[src/rtl/mux2_rr_arbiter_if.sv]
// Handshake bundle between the two packet sources, the arbiter and the downstream consumer.
interface mux2_rr_arbiter_if #(
  parameter int DATA_W = 8
);
  logic              in_0_valid;
  logic [DATA_W-1:0] in_0_data;
  logic              in_0_last;
  logic              in_0_ready;
  logic              in_1_valid;
  logic [DATA_W-1:0] in_1_data;
  logic              in_1_last;
  logic              in_1_ready;
  logic              out_valid;
  logic [DATA_W-1:0] out_data;
  logic              out_last;
  logic              out_ready;
  logic              sel;
  logic              busy;
  logic              err_trunc;

  modport slave (
    input  in_0_valid, in_0_data, in_0_last,
    output in_0_ready,
    input  in_1_valid, in_1_data, in_1_last,
    output in_1_ready,
    output out_valid, out_data, out_last,
    input  out_ready,
    output sel, busy, err_trunc
  );

  modport master (
    output in_0_valid, in_0_data, in_0_last,
    input  in_0_ready,
    output in_1_valid, in_1_data, in_1_last,
    input  in_1_ready,
    input  out_valid, out_data, out_last,
    output out_ready,
    input  sel, busy, err_trunc
  );
endinterface

[src/rtl/mux2_rr_arbiter.sv]
// Packet-level round-robin arbiter for two sources sharing one registered output stage.
module mux2_rr_arbiter #(
  parameter int DATA_W      = 8,
  parameter int MAX_PKT_LEN = 16
) (
  input logic              clk,
  input logic              rst_n,
  mux2_rr_arbiter_if.slave bus
);

  typedef enum logic [1:0] {IDLE, GRANT0, GRANT1} state_t;

  state_t                  state_q, state_d;
  logic                    last_served_q, last_served_d;
  logic [7:0]              beat_cnt_q, beat_cnt_d;
  logic                    sel_q, sel_d;
  logic                    out_valid_q, out_last_q, err_trunc_q;
  logic [DATA_W-1:0]       out_data_q;

  logic [1:0]              in_valid, in_last;
  logic [1:0][DATA_W-1:0]  in_data;
  logic                    gnt_src, granted, can_load, xfer, at_max, rel, trunc;

  assign in_valid = {bus.in_1_valid, bus.in_0_valid};
  assign in_last  = {bus.in_1_last,  bus.in_0_last};
  assign in_data  = {bus.in_1_data,  bus.in_0_data};

  assign gnt_src  = (state_q == GRANT1);
  assign granted  = (state_q == GRANT0) || (state_q == GRANT1);
  assign can_load = !out_valid_q || bus.out_ready;
  assign xfer     = granted && can_load && in_valid[gnt_src];
  // Beat number MAX_PKT_LEN is the one accepted while the count sits at MAX_PKT_LEN-1.
  assign at_max   = (beat_cnt_q == 8'(MAX_PKT_LEN - 1));
  assign rel      = xfer && (in_last[gnt_src] || at_max);
  assign trunc    = xfer && at_max && !in_last[gnt_src];

  always_comb begin
    state_d       = state_q;
    last_served_d = last_served_q;
    beat_cnt_d    = beat_cnt_q;
    case (state_q)
      IDLE: begin
        beat_cnt_d = '0;
        if (in_valid[0] && (!in_valid[1] || last_served_q)) state_d = GRANT0;
        else if (in_valid[1])                                state_d = GRANT1;
      end
      GRANT0, GRANT1: begin
        if (rel) begin
          last_served_d = gnt_src;
          beat_cnt_d    = '0;
          // Hand straight to the other source when it is waiting; no idle bubble.
          if (in_valid[~gnt_src]) state_d = gnt_src ? GRANT0 : GRANT1;
          else                    state_d = IDLE;
        end else if (xfer) begin
          beat_cnt_d = beat_cnt_q + 8'd1;
        end
      end
      default: state_d = IDLE;
    endcase
    sel_d = sel_q;
    if (state_d == GRANT0)      sel_d = 1'b0;
    else if (state_d == GRANT1) sel_d = 1'b1;
  end

  always_ff @(posedge clk or negedge rst_n) begin
    if (!rst_n) begin
      state_q       <= IDLE;
      last_served_q <= 1'b1;
      beat_cnt_q    <= '0;
      sel_q         <= 1'b0;
      out_valid_q   <= 1'b0;
      out_data_q    <= '0;
      out_last_q    <= 1'b0;
      err_trunc_q   <= 1'b0;
    end else begin
      state_q       <= state_d;
      last_served_q <= last_served_d;
      beat_cnt_q    <= beat_cnt_d;
      sel_q         <= sel_d;
      err_trunc_q   <= trunc;
      if (xfer) begin
        out_valid_q <= 1'b1;
        out_data_q  <= in_data[gnt_src];
        out_last_q  <= in_last[gnt_src] || at_max;
      end else if (bus.out_ready) begin
        out_valid_q <= 1'b0;
      end
    end
  end

  assign bus.in_0_ready = (state_q == GRANT0) && can_load;
  assign bus.in_1_ready = (state_q == GRANT1) && can_load;
  assign bus.out_valid  = out_valid_q;
  assign bus.out_data   = out_data_q;
  assign bus.out_last   = out_last_q;
  assign bus.sel        = sel_q;
  assign bus.busy       = granted;
  assign bus.err_trunc  = err_trunc_q;

endmodule

[src/flat_wrapper.sv]
// flat-port wrapper written by rule: the top's interface ports become plain ports
module mux2_rr_arbiter_flat 
#(
  parameter int DATA_W      = 8,
  parameter int MAX_PKT_LEN = 16
)
  (clk, rst_n, bus_in_0_valid, bus_in_0_data, bus_in_0_last, bus_in_0_ready, bus_in_1_valid, bus_in_1_data, bus_in_1_last, bus_in_1_ready, bus_out_valid, bus_out_data, bus_out_last, bus_out_ready, bus_sel, bus_busy, bus_err_trunc);
  mux2_rr_arbiter_if #(.DATA_W(DATA_W)) bus_i ();
  input logic clk;
  input logic rst_n;
  input wire logic [$bits(bus_i.in_0_valid)-1:0] bus_in_0_valid;
  input wire logic [$bits(bus_i.in_0_data)-1:0] bus_in_0_data;
  input wire logic [$bits(bus_i.in_0_last)-1:0] bus_in_0_last;
  output wire logic [$bits(bus_i.in_0_ready)-1:0] bus_in_0_ready;
  input wire logic [$bits(bus_i.in_1_valid)-1:0] bus_in_1_valid;
  input wire logic [$bits(bus_i.in_1_data)-1:0] bus_in_1_data;
  input wire logic [$bits(bus_i.in_1_last)-1:0] bus_in_1_last;
  output wire logic [$bits(bus_i.in_1_ready)-1:0] bus_in_1_ready;
  output wire logic [$bits(bus_i.out_valid)-1:0] bus_out_valid;
  output wire logic [$bits(bus_i.out_data)-1:0] bus_out_data;
  output wire logic [$bits(bus_i.out_last)-1:0] bus_out_last;
  input wire logic [$bits(bus_i.out_ready)-1:0] bus_out_ready;
  output wire logic [$bits(bus_i.sel)-1:0] bus_sel;
  output wire logic [$bits(bus_i.busy)-1:0] bus_busy;
  output wire logic [$bits(bus_i.err_trunc)-1:0] bus_err_trunc;
  assign bus_i.in_0_valid = bus_in_0_valid;
  assign bus_i.in_0_data = bus_in_0_data;
  assign bus_i.in_0_last = bus_in_0_last;
  assign bus_in_0_ready = bus_i.in_0_ready;
  assign bus_i.in_1_valid = bus_in_1_valid;
  assign bus_i.in_1_data = bus_in_1_data;
  assign bus_i.in_1_last = bus_in_1_last;
  assign bus_in_1_ready = bus_i.in_1_ready;
  assign bus_out_valid = bus_i.out_valid;
  assign bus_out_data = bus_i.out_data;
  assign bus_out_last = bus_i.out_last;
  assign bus_i.out_ready = bus_out_ready;
  assign bus_sel = bus_i.sel;
  assign bus_busy = bus_i.busy;
  assign bus_err_trunc = bus_i.err_trunc;
  mux2_rr_arbiter #(.DATA_W(DATA_W), .MAX_PKT_LEN(MAX_PKT_LEN)) u_core (.clk(clk), .rst_n(rst_n), .bus(bus_i));
endmodule
[config.mk]
export PLATFORM = sky130hd
export DESIGN_NAME = mux2_rr_arbiter_flat
export DESIGN_NICKNAME = d
export VERILOG_FILES = /design/src/rtl/mux2_rr_arbiter_if.sv /design/src/rtl/mux2_rr_arbiter.sv /design/src/flat_wrapper.sv
export SDC_FILE = /design/constraint.sdc
export NUM_CORES = 1
export LEC_CHECK = 0
export BUFFER_PORTS_ARGS = -buffer_cell sky130_fd_sc_hd__buf_2
export CORE_ASPECT_RATIO = 0.9
export CORE_MARGIN = 5
export CORE_UTILIZATION = 40
export DETAILED_ROUTE_END_ITERATION = 16
export PLACE_DENSITY = 0.72
export SETUP_SLACK_MARGIN = 0.3
export SYNTH_ARGS = -nofsm -noshare
export SYNTH_HDL_FRONTEND = slang
export SYNTH_SLANG_ARGS = --single-unit
[constraint.sdc]
create_clock -name clk -period 3.95 [get_ports clk]
set_input_delay 0.1975 -clock clk [delete_from_list [all_inputs] [get_ports clk]]
set_output_delay 0.1975 -clock clk [all_outputs]
set_load 0.05 [all_outputs]
==> flow_summary.yaml, run 1 <==
pwr:
  p_int_mw: 0.5783
  ir_drop_mv: 0.4247
  switching_power_mw: 0.6650
  p_comb_frac: 0.620
  power_frac_seq: 0.293
  p_clk_frac: 0.087
  pwr_density_cell_nw_per_um2: 811.2
  sw_frac_of_total: 0.5349
  p_leak_nw: 0.7357
outcome:
  status: "finished clean"
yosys:
  ys.flop_type: "dfrtp_1"
  ys_ff_latch: 23
  synth_area_leaders: "dfrtp_1 (43%), mux2i_1 (6.3%), ha_1 (5.9%)"
  yosys_warnings: 0
  synth_cells: 133
  synth_edf_count: 0
  synth_top_area_share: 0.4297
  async_flop_share: 1.000
  ys_types: 37
  syn-num-nets: 162
  synth.largest_area_cell: "dfrtp_1"
  syn_avg_cell_area_um2: 9.633
  seq_area_frac_synth: 0.4502
  netlist_area_um2: 1281
clock_network:
  cts_buffers: 3
  htreeDepth: 1
  cts_tree: "yes"
  cts_root_buffer: "clkbuf_4"
  clock_path_buffers: 2
  clock_sinks: 23
  path_clk_slew_ns: 0.12
  cts_resized: 0
  clock_latency_ns: 0.31
routing:
  ant_nets: 0
  drtIter0Drc: 29
  wirelength_um: 2890
  avgViaCountPerCell: 5.198
  drc: 0
  vias: 1102
  wl_per_cell_um: 13.63
  drt-pass1-iter-count: 4
placement:
  dp.final_hpwl_um: 2227
  place.gp.congestion: 1.029
  portBuffers: 37
setup_path:
  r2r_setup_slack_ns: 1.10
  crit_path_end_kind: "register"
  crit_path_max_incr_delay_ns: 0.59
  critical_path.top_delay_family: "simple AND/OR/NAND/NOR gates"
  path_cells: "inv_1, ha_1, buf_4, mux2_4, nand3_1, nor3_1, a311oi_1, ha_1, nand2_1, o21ai_0"
  worstSetupPathType: "reg -> reg"
  rr_endpoint: "u_core.bus.sel"
  required_ns: 4.16
  r2r_start: "u_core.state_q[0]"
  cp_slowest_cell: "nand3_1"
  crit_cells: 10
  crit_fanout: 23
  crit_arrival_ns: 3.05
  crit_buf_inv: 2
  cp-start-kind: "register"
  reg2reg_depth: 10
  critical_path.startpoint: "u_core.state_q[0]"
  cpMostUsedCell: "ha_1"
  endpoint: "u_core.bus.sel"
die:
  core-area_um2: 3067
  ios: 38
  die_h_um: 63.69
  fp.dieW_um: 69.66
  std_cell_rows: 19
  dieArea_um2: 4436
  initial_core_util: 0.4178
sta:
  rsz0062_at_grt: "false"
  layout_min_cycle_time_ns: 2.847
  tns_ns: 0
  finalSetupViolCount: 0
  slew-limit-headroom: 0.4855
  hold_viol: 0
  post-route-period-util: 0.7208
  worst_slew_pin_slew_ns: 0.7696
  max_freq_ghz: 0.3512
  finalClockSkew_ns: 0.002066
  maxSlewViolCount: 0
layout:
  regArea_um2: 576.8
  multiInputGateArea_um2: 655.6
  fin_util: 0.4998
  fin_nets: 200
  diodes: 0
  area_growth_pct: 19.63
  drive_gt1_frac: 0.2824
  num-fill-cells: 286
min_path:
  min_path_cells: 3
  min_path_type: "in -> reg"
grt:
  met2_usage: 0.2238
  grt_use_met1: 0.1776
  gr-total-overflow: 0
  grt_antenna_before_repair: 0
  met3_usage: 0.04452
  grt_pass1_vias: 1126
  grt.busiest_layer: "met2"
  grt_max_degree: 24
  grt_use_total: 0.1363
  grt_pass1_wl_um: 4954
job:
  maxCapViolCount: 0
## through the flow
stage          hold WS, ns  std cells  power (mW)  cell area (um2)  worst slack, ns
3_3_place_gp        0.1939        207       1.124             1496            1.230
2_1_floorplan     -0.09809        133      0.9798             1281            1.393
6_report            0.1730        212       1.243             1533            1.103
5_1_grt             0.1556        212       1.339             1533           0.8867
3_5_place_dp        0.2021        207       1.146             1496            1.121
4_1_cts             0.1705        212       1.254             1533            1.108
## logic make-up (layout without fill, tap and decap cells)
group                      after synthesis  count (layout)  synth area share
AOI/OAI and AO/OA                       30              30            0.1582
xor gates and xnor gates                 1               1          0.006837
adders and majority gates                6               6           0.05859
buffers and inverters                   11              48           0.03808
DFF                                     23              23            0.4502
muxes                                   11              11           0.09179
and+or+nand+nor                         51              51            0.1963
## worst reg2reg max path, cell delays in order, from the launching register on
cell and delay, ns:
dfrtp_1 0.46, inv_1 0.12, ha_1 0.15, buf_4 0.23, mux2_4 0.34, nand3_1 0.59, nor3_1 0.17, a311oi_1 0.29
ha_1 0.28, nand2_1 0.06, o21ai_0 0.07
## flip-flops by register name, summed over array words and instances (netlist names)
| register | count |
|---|---|
| u_core.bus.err_trunc | 1 |
| u_core.beat_cnt_q | 8 |
| u_core.bus.out_last | 1 |
| u_core.state_q | 2 |
| u_core.bus.sel | 1 |
| u_core.bus.out_data | 8 |
| u_core.last_served_q | 1 |
| u_core.bus.out_valid | 1 |
## layout by cell type (no fill, tap or decap), types with 2 or more instances in the layout
cell type  synthesis  routed
nand3_1            9       9
a22o_1             3       3
clkbuf_4           0       3
nor2b_1            2       2
nor3_1             4       4
mux2_2             2       2
a31oi_1            2       2
o211ai_1           2       2
o21ai_0           13      13
mux2i_1            8       8
buf_2              0      37
o2111ai_1          2       2
nor2_1             5       5
dfrtp_1           22      22
and2_1             3       3
nand2_1           19      19
and3_1             2       2
inv_1              5       5
nand3b_1           2       2
ha_1               6       6
## metal layers
| metal | up-vias | wire (um) | share of wire |
|---|---|---|---|
| met5 | - | 0 | 0 |
| met4 | 0 | 23 | 0.0080 |
| met3 | 4 | 189 | 0.065 |
| met2 | 43 | 1395 | 0.48 |
| met1 | 504 | 1282 | 0.44 |
| li1 | 551 | - | - |
## power by group through the flow
stage	clock, mW	sequential (mW)	combinational [mW]
final	0.108	0.365	0.771
after global placement	0	0.367	0.756
after detailed placement	0	0.369	0.777
after global routing	0.125	0.377	0.837
after floorplan	0	0.548	0.432
after CTS	0.112	0.366	0.776
## layout make-up
type	count	share of cell area
clock buffers	4	0.01714
inverters	5	0.01224
multi-input cells	99	0.4278
flip-flops and latches	23	0.3763
well taps	42	0.03429
repair buffers	39	0.1322
## worst min path at each step
stage	slack, ns	to	startpoint
floorplan	-0.1	u_core.beat_cnt_q[0]	rst_n
global placement	0.19	u_core.bus.out_data[2]	rst_n
detailed placement	0.20	u_core.bus.out_data[7]	rst_n
CTS	0.17	u_core.bus.out_data[4]	bus_in_0_data[4]
global route	0.16	u_core.bus.out_data[4]	bus_in_0_data[4]
finish	0.17	u_core.bus.out_data[4]	bus_in_0_data[4]
## cell usage after synthesis (2+ instances only)
| cell | count |
|---|---|
| a22o_1 | 3 |
| a31oi_1 | 2 |
| and2_1 | 3 |
| and3_1 | 2 |
| buf_4 | 2 |
| clkbuf_1 | 3 |
| dfrtp_1 | 22 |
| ha_1 | 6 |
| inv_1 | 5 |
| mux2_2 | 2 |
| mux2i_1 | 8 |
| nand2_1 | 19 |
| nand3_1 | 9 |
| nand3b_1 | 2 |
| nor2_1 | 5 |
| nor2b_1 | 2 |
| nor3_1 | 4 |
| o2111ai_1 | 2 |
| o211ai_1 | 2 |
| o21ai_0 | 13 |
## timing repair
item,CTS,global route
hold buffers,1,0
buffers inserted,0,0
hold endpoints to repair,22,0
Power figures use the tool's default switching activity.
==> run 2, diff against run 1 <==
Clock period 3.95 ns to 2.95 ns, I/O delays scaled along.
==> run 2 against run 1 <==
- critical path depth unchanged
- highest routed layer unchanged
- worst hold slack got worse by 0.061 ns
- cell count grew 0.47%
==> flow_summary.yaml, run 2 (synthesis results as in run 1) <==
die:
  die_h_um: 63.69
  fp.dieW_um: 69.66
  std_cell_rows: 19
  ios: 38
  core-area_um2: 3067
  dieArea_um2: 4436
  initial_core_util: 0.4178
pwr:
  p_leak_nw: 0.7448
  pwr_density_cell_nw_per_um2: 1085
  ir_drop_mv: 0.5878
  fin_total_pwr_mw: 1.680
routing:
  ant_nets: 0
  drtIter0Drc: 24
  vias: 1131
  drt-pass1-iter-count: 4
  wl_per_cell_um: 13.67
  avgViaCountPerCell: 5.310
  wirelength_um: 2911
  drc: 0
sta:
  hold_ws_ns: 0.1120
  slew-limit-headroom: 0.6393
  post-route-period-util: 0.8242
  finalClockSkew_ns: 0.003642
  maxSlewViolCount: 0
  hold_viol: 0
  max_freq_ghz: 0.4113
  layout_min_cycle_time_ns: 2.431
  worst_slew_pin_slew_ns: 0.5369
  rsz0062_at_grt: "false"
  finalSetupViolCount: 0
  tns_ns: 0
  setup_slack_ns: 0.5186
clock_network:
  clock_path_buffers: 2
  cts_buffers: 3
  clock_latency_ns: 0.31
  clock_sinks: 23
  path_clk_slew_ns: 0.14
  cts_setup_buffers: 0
  cts_root_buffer: "clkbuf_4"
  cts_tree: "yes"
  htreeDepth: 1
outcome:
  status: "finished clean"
min_path:
  min_path_type: "in -> reg"
setup_path:
  worstSetupPathType: "reg -> reg"
  crit_path_max_incr_delay_ns: 0.45
  crit_path_end_kind: "register"
  cp_slowest_cell: "dfrtp_1"
  path_cells: "inv_1, ha_1, buf_4, mux2_4, and3_1, nand2b_2, a311oi_1, ha_1, nand2_1, o21ai_0"
  cpMostUsedCell: "ha_1"
  crit_arrival_ns: 2.64
  cp-start-kind: "register"
  required_ns: 3.15
  crit_fanout: 13
layout:
  multiInputGateArea_um2: 663.1
  diodes: 0
  final_cell_mix: "buf_2 (37), dfrtp_1 (22), nand2_1 (19)"
  fin_util: 0.5051
  area_growth_pct: 20.90
  fin_nets: 201
  regArea_um2: 576.8
  drive_gt1_frac: 0.2924
  num-fill-cells: 277
  final_common_cell: "buf_2"
placement:
  portBuffers: 37
  place.gp.congestion: 0.9546
  dp.final_hpwl_um: 2258
  pre_cts_slack_ns: 0.5210
grt:
  grt_pass1_wl_um: 4926
  gr-total-overflow: 0
  grt_pass1_vias: 1130
  grt_antenna_before_repair: 0
  grt_use_total: 0.1338
  grt_max_degree: 24
job:
  maxCapViolCount: 0
==> run 2: cell count changes in the layout (fill, tap and decap cells not counted), sizes merged <==
cell    before  now
clkinv       0    1
clkbuf       4    3
buf         38   39
==> run 2: cell type report <==
cell class | instances | share of cell area
Multi-Input combinational cell | 99 | 0.4281
Sequential cell | 23 | 0.3724
Timing Repair Buffer | 40 | 0.1357
Tap cell | 42 | 0.03393
Clock buffer | 3 | 0.01454
Inverter | 5 | 0.01212
Clock inverter | 1 | 0.003231
==> run 2: per-stage QoR <==
step | cells | instance area [um2]
6_report | 213 | 1549
5_1_grt | 213 | 1549
4_1_cts | 213 | 1541
3_5_place_dp | 208 | 1504
3_3_place_gp | 208 | 1504
2_1_floorplan | 133 | 1281
==> run 2: report_power, final <==
group / leakage [nW] / internal (mW) / total, mW / switching, mW
registers: 0.295 / 0.422 / 0.489 / 0.0669
clock network: 0.0177 / 0.0506 / 0.151 / 0.100
logic: 0.432 / 0.311 / 1.04 / 0.730
total: 0.745 / 0.784 / 1.68 / 0.896
==> run 2: repair_timing <==
action | 4_1_cts | 5_1_grt
gates resized for setup | 0 | 1
hold buffers | 1 | 0
endpoints found under the hold margin | 22 | 0
setup endpoints to repair | 0 | 1
==> run 2: worst paths after layout <==
| kind | to | startpoint | cells past startpoint | slack, ns |
|---|---|---|---|---|
| setup / recovery | u_core.bus.sel | u_core.state_q[0] | 10 | 0.52 |
| hold / removal | u_core.bus.out_data[1] | bus_in_0_data[1] | 3 | 0.11 |
| setup reg to reg | u_core.bus.sel | u_core.state_q[0] | 10 | 0.52 |
| hold reg to reg | u_core.bus.out_data[1] | u_core.bus.out_data[1] | 2 | 0.50 |
| max in group asynchronous | u_core.last_served_q | rst_n | 2 | 2.26 |
| min in group asynchronous | u_core.beat_cnt_q[7] | rst_n | 2 | 0.33 |
==> run 2: worst max-delay path: cells and delay by family, from the launching register on <==
kind,cells,cell delay [ns]
mux,1,0.23
flops,1,0.45
simple gates,3,0.50
fa+ha+maj,2,0.50
compound gates,2,0.35
buf+inv,2,0.29
==> run 2: per-layer routing <==
layer | vias up | track usage | share of wire
met5 | - | 0 | 0
li1 | 553 | - | -
met4 | 0 | 0.02871 | 0.0072
met3 | 2 | 0.03657 | 0.072
met2 | 42 | 0.2321 | 0.48
met1 | 534 | 0.1665 | 0.44
